--- src/rtl/mux_nx1_stream.sv ---
// Registered N-to-1 stream multiplexer with valid/ready handshake and packet lock.
// Channel choice is either an external index (mode 0) or round-robin (mode 1).
// Once a multi-beat packet starts, its channel is held until the last beat is accepted.
module mux_nx1_stream #(
  parameter  int unsigned WIDTH  = 8,
  parameter  int unsigned NUM_CH = 4,
  localparam int unsigned SEL_W  = $clog2(NUM_CH)
) (
  input  logic                    clk,
  input  logic                    rst,
  input  logic [NUM_CH*WIDTH-1:0] in_data,
  input  logic [NUM_CH-1:0]       in_valid,
  input  logic [NUM_CH-1:0]       in_last,
  output logic [NUM_CH-1:0]       in_ready,
  input  logic                    mode,
  input  logic [SEL_W-1:0]        sel,
  output logic [WIDTH-1:0]        out_data,
  output logic                    out_valid,
  output logic                    out_last,
  output logic [SEL_W-1:0]        out_chan,
  input  logic                    out_ready
);

  typedef enum logic {
    S_OPEN = 1'b0,
    S_LOCK = 1'b1
  } state_t;

  state_t           state;
  state_t           state_nxt;
  logic [SEL_W-1:0] grant;
  logic [SEL_W-1:0] rr_last;
  logic [SEL_W-1:0] cur_c;
  logic [SEL_W-1:0] cand_c;
  logic             cur_vld_c;
  logic             load_c;
  logic             accept_c;

  // Output stage can take a beat when empty or when its current beat leaves.
  assign load_c   = !out_valid || out_ready;
  assign accept_c = cur_vld_c && load_c && in_valid[cur_c];

  // Current channel: held grant while locked, else sel or round-robin search.
  always_comb begin
    cur_c     = '0;
    cur_vld_c = 1'b0;
    cand_c    = '0;
    if (state == S_LOCK) begin
      cur_c     = grant;
      cur_vld_c = 1'b1;
    end else if (!mode) begin
      for (int i = 0; i < int'(NUM_CH); i++) begin
        if (sel == SEL_W'(i)) begin
          cur_c     = sel;
          cur_vld_c = 1'b1;
        end
      end
    end else begin
      // Descending scan so the nearest channel after rr_last is the one kept.
      for (int k = int'(NUM_CH); k >= 1; k--) begin
        cand_c = SEL_W'((32'(rr_last) + 32'(k)) % NUM_CH);
        if (in_valid[cand_c]) begin
          cur_c     = cand_c;
          cur_vld_c = 1'b1;
        end
      end
    end
  end

  // Only the current channel may see ready, and only when the output can load.
  always_comb begin
    in_ready = '0;
    if (cur_vld_c && load_c) begin
      in_ready[cur_c] = 1'b1;
    end
  end

  // Lock is entered on a non-last beat and released on the last beat.
  always_comb begin
    state_nxt = state;
    if (accept_c) begin
      state_nxt = in_last[cur_c] ? S_OPEN : S_LOCK;
    end
  end

  // State register.
  always_ff @(posedge clk or posedge rst) begin
    if (rst) begin
      state <= S_OPEN;
    end else begin
      state <= state_nxt;
    end
  end

  // Output register plus grant and round-robin pointer.
  always_ff @(posedge clk or posedge rst) begin
    if (rst) begin
      out_valid <= 1'b0;
      out_data  <= '0;
      out_last  <= 1'b0;
      out_chan  <= '0;
      grant     <= '0;
      rr_last   <= SEL_W'(NUM_CH - 1);
    end else if (accept_c) begin
      out_valid <= 1'b1;
      out_data  <= in_data[cur_c*WIDTH +: WIDTH];
      out_last  <= in_last[cur_c];
      out_chan  <= cur_c;
      grant     <= cur_c;
      rr_last   <= cur_c;
    end else if (load_c) begin
      out_valid <= 1'b0;
    end
  end

endmodule

--- config.mk ---
export PLATFORM = sky130hd
export DESIGN_NAME = mux_nx1_stream
export DESIGN_NICKNAME = d
export VERILOG_FILES = /design/src/rtl/mux_nx1_stream.sv
export SDC_FILE = /design/constraint.sdc
export NUM_CORES = 1
export LEC_CHECK = 0
export ABC_AREA = 1
export CORE_ASPECT_RATIO = 1.1
export CORE_MARGIN = 1
export CORE_UTILIZATION = 29
export CTS_BUF_LIST = sky130_fd_sc_hd__clkbuf_4 sky130_fd_sc_hd__clkbuf_8 sky130_fd_sc_hd__clkbuf_16
export CTS_CLUSTER_SIZE = 16
export DETAILED_ROUTE_END_ITERATION = 16
export PLACE_DENSITY_LB_ADDON = 0.08
export SLEW_MARGIN = 20
export SYNTH_ARGS = -nofsm -noshare
export SYNTH_HDL_FRONTEND = slang
export SYNTH_SLANG_ARGS = --single-unit
--- constraint.sdc ---
create_clock -name clk -period 2 [get_ports clk]
set_input_delay 0.4 -clock clk [delete_from_list [all_inputs] [get_ports clk]]
set_output_delay 0.4 -clock clk [all_outputs]
set_load 0.1 [all_outputs]
==> qor.txt <==
Status -> finished with violations
Failing checks -> setup timing
Crit path capture type -> output port
Largest net degree at the start of global routing -> 20
Non-Filler Instances -> 364
Top cells by count, synth -> nand2_1 (89), nand3_1 (35), nand4_1 (26), inv_1 (16)
Max Freq -> 0.3898 GHz
CTS tree -> done
Hold WS -> 488.0 ps
Slack of the critical path -> -565.7 ps
Via count -> 1783
Final period utilization -> 128.3%
Number of synthesized register bits -> 15
Share of the synthesized area in the top cell type -> 24.72%
First-pass GRT wire length -> 7410 µm
Final setup violation count -> 19
MaxCap Viol Count -> 0
Post-place instance area -> 0.002157 mm²
Hpwl dp -> 3315 µm
Gpl congestion -> 0.8631
Post-Route Skew -> 2.016 ps
Mapped Nets -> 268
Number of global-route vias before repair -> 1727
Worst Path Required -> 1600 ps
Area grow syn2layout -> 83.89%
Distinct cells, synth -> 21
Hold Fails Final Rpt -> 0
Routed wire length -> 4631 µm
Layout net count -> 357
Post-synth EDFFs -> 0
Final ANT Viol Nets -> 0
Num ports -> 62
GRT Util Overall -> 19.96%
Clock root cell -> clkbuf_8
Highest metal used -> met4
Slew headroom -> 62.78%
HP Class -> reg -> reg
Synth top area cells -> nand2_1 (25%), dfrtp_1 (24%), nand3_1 (13%)
Htree depth -> 1
Top FF cell, synth -> dfrtp_1
Worst-path maximum fanout -> 7
Crit start category -> register
Chip width -> 67.09 µm
Initial Util -> 30.86%
Fraction of layout cells with a size suffix above 1 -> 35.16%
CP arrival -> 2170 ps
Iteration count of the initial detailed-routing pass -> 4
Yosys top cell by area -> nand2_1
Post-synthesis sequential area ratio -> 27.96%
Core Region -> 0.004379 mm²
Antenna violations before repair -> 0
Fill cells -> 437
Port bufs -> 61
DR vias/cell -> 4.898
Cell count after synthesis -> 222
N_diodes -> 0
Pins over their slew limit -> 0
Rows -> 25
Ys Warns -> 0
Final Critical Period -> 2566 ps
Placed cells -> 346
Setup_tns -> -8779 ps
Die Ht -> 73.59 µm
Maximum root-to-sink buffer count -> 2
Cts bufs inserted -> 3
Met3 WL -> 240 µm
Drt wl/cell -> 12.72 µm
Kind of critical path -> reg -> out
Met2 wire len -> 2422 µm
Drt initial violations -> 51
Asr flop ratio synth -> 100.0%
Area of the multi-input gates -> 0.001016 mm²
Slew of the pin with the lowest slew margin -> 557.6 ps
Hold buffer count at cts -> 0
Overflow left after global routing -> 0
RSZ-0062 raised after global routing -> true
Clk Latency, worst-skew pair -> 250 ps
Post-layout instance area -> 0.002485 mm²
Cell area after synthesis -> 0.001351 mm²
Die area -> 0.004937 mm²
Clock net sink count -> 15
Met1 WL -> 1900 µm
Remaining DRCs -> 0
Mean Syn Cell Area -> 6.087 µm²
Most frequent cell after synthesis -> nand2_1
Worst-path clk slew -> 60 ps
Seq. cell area -> 379.1 µm²
==> metrics by stage <==
stage | util [%] | setup slack [ps]
floorplan | - | -642.3
global placement | 49.26 | -546.8
detailed placement | 49.26 | -566.2
CTS | 55.51 | -515.5
global route | 56.74 | -685.3
finish | 56.74 | -565.7
==> flip-flops by register name (all words and copies together), names as in the netlist <==
name	count
grant	2
out_data	8
out_last	1
out_valid	1
rr_last	2
state	1
==> area by class of cell <==
type                    count  area share [%]
inverters                  19           3.172
multi-input cells         177           40.89
well taps                  54           2.719
flip-flops and latches     15           15.26
repair buffers             95           36.00
clock buffers               4           1.964
==> layer usage <==
| layer | GRT usage, % | vias to the layer above |
|---|---|---|
| met5 | 0 | - |
| met4 | 4.255 | 0 |
| met3 | 4.503 | 6 |
| met2 | 37.44 | 56 |
| met1 | 22.45 | 805 |
| li1 | - | 916 |
==> final timing paths <==
check | start | endpoint | slack, ps | cells after the start
hold / removal | out_data[3] | out_data[3] | 490 | 2
hold reg to reg | out_data[3] | out_data[3] | 490 | 2
max in group asynchronous | rst | grant[0] | 1100 | 2
setup / recovery | rr_last[0] | in_ready[2] | -570 | 13
setup reg to reg | rr_last[0] | grant[0] | -470 | 19
min in group asynchronous | rst | out_valid | 500 | 2
==> cells in the final DEF (no fill, tap or decap), types with 2 or more instances in the layout <==
| master | instances |
|---|---|
| nand3_1 | 28 |
| inv_2 | 2 |
| inv_1 | 15 |
| clkbuf_8 | 3 |
| dlymetal6s2s_1 | 2 |
| nor2_1 | 8 |
| dfstp_2 | 2 |
| nand2_4 | 2 |
| nand2_1 | 65 |
| nand3_2 | 7 |
| nor2_4 | 5 |
| nand4_1 | 26 |
| buf_6 | 4 |
| clkdlybuf4s50_1 | 42 |
| nand3_4 | 3 |
| nand2_2 | 25 |
| o21ai_2 | 3 |
| dfrtp_1 | 12 |
| buf_4 | 42 |
| buf_12 | 4 |
==> kinds of logic (layout without fill, tap and decap cells) <==
kind of cell           count (synthesis)  count (layout)  share of synthesized area, %
AND/OR/NAND/NOR                      171             172                         59.17
flip-flops                            15              15                         27.96
buffers and inverters                 31             118                         10.83
AO/OA/AOI/OAI                          5               5                         2.037
==> critical path: stages, from the launching register on <==
cell	delay [ps]
dfstp_2	630
inv_4	80
nand2_1	60
nand2_1	70
nand2_1	110
nand2_2	70
nand2_2	70
nand2_1	50
nand2_1	60
nand3_2	90
nand2_4	120
nand2_8	80
nor3_4	230
buf_12	200
==> timing repair <==
| item | 4_1_cts | 5_1_grt |
|---|---|---|
| setup endpoints to repair | 19 | 19 |
| pin swaps | 15 | 7 |
| cloned | 1 | 0 |
| setup buffers | 12 | 1 |
| resized for setup | 37 | 18 |
Power is left out: the tool's default activity adds up to more than one toggle a clock period on the data nets, which glitch-free logic cannot reach.
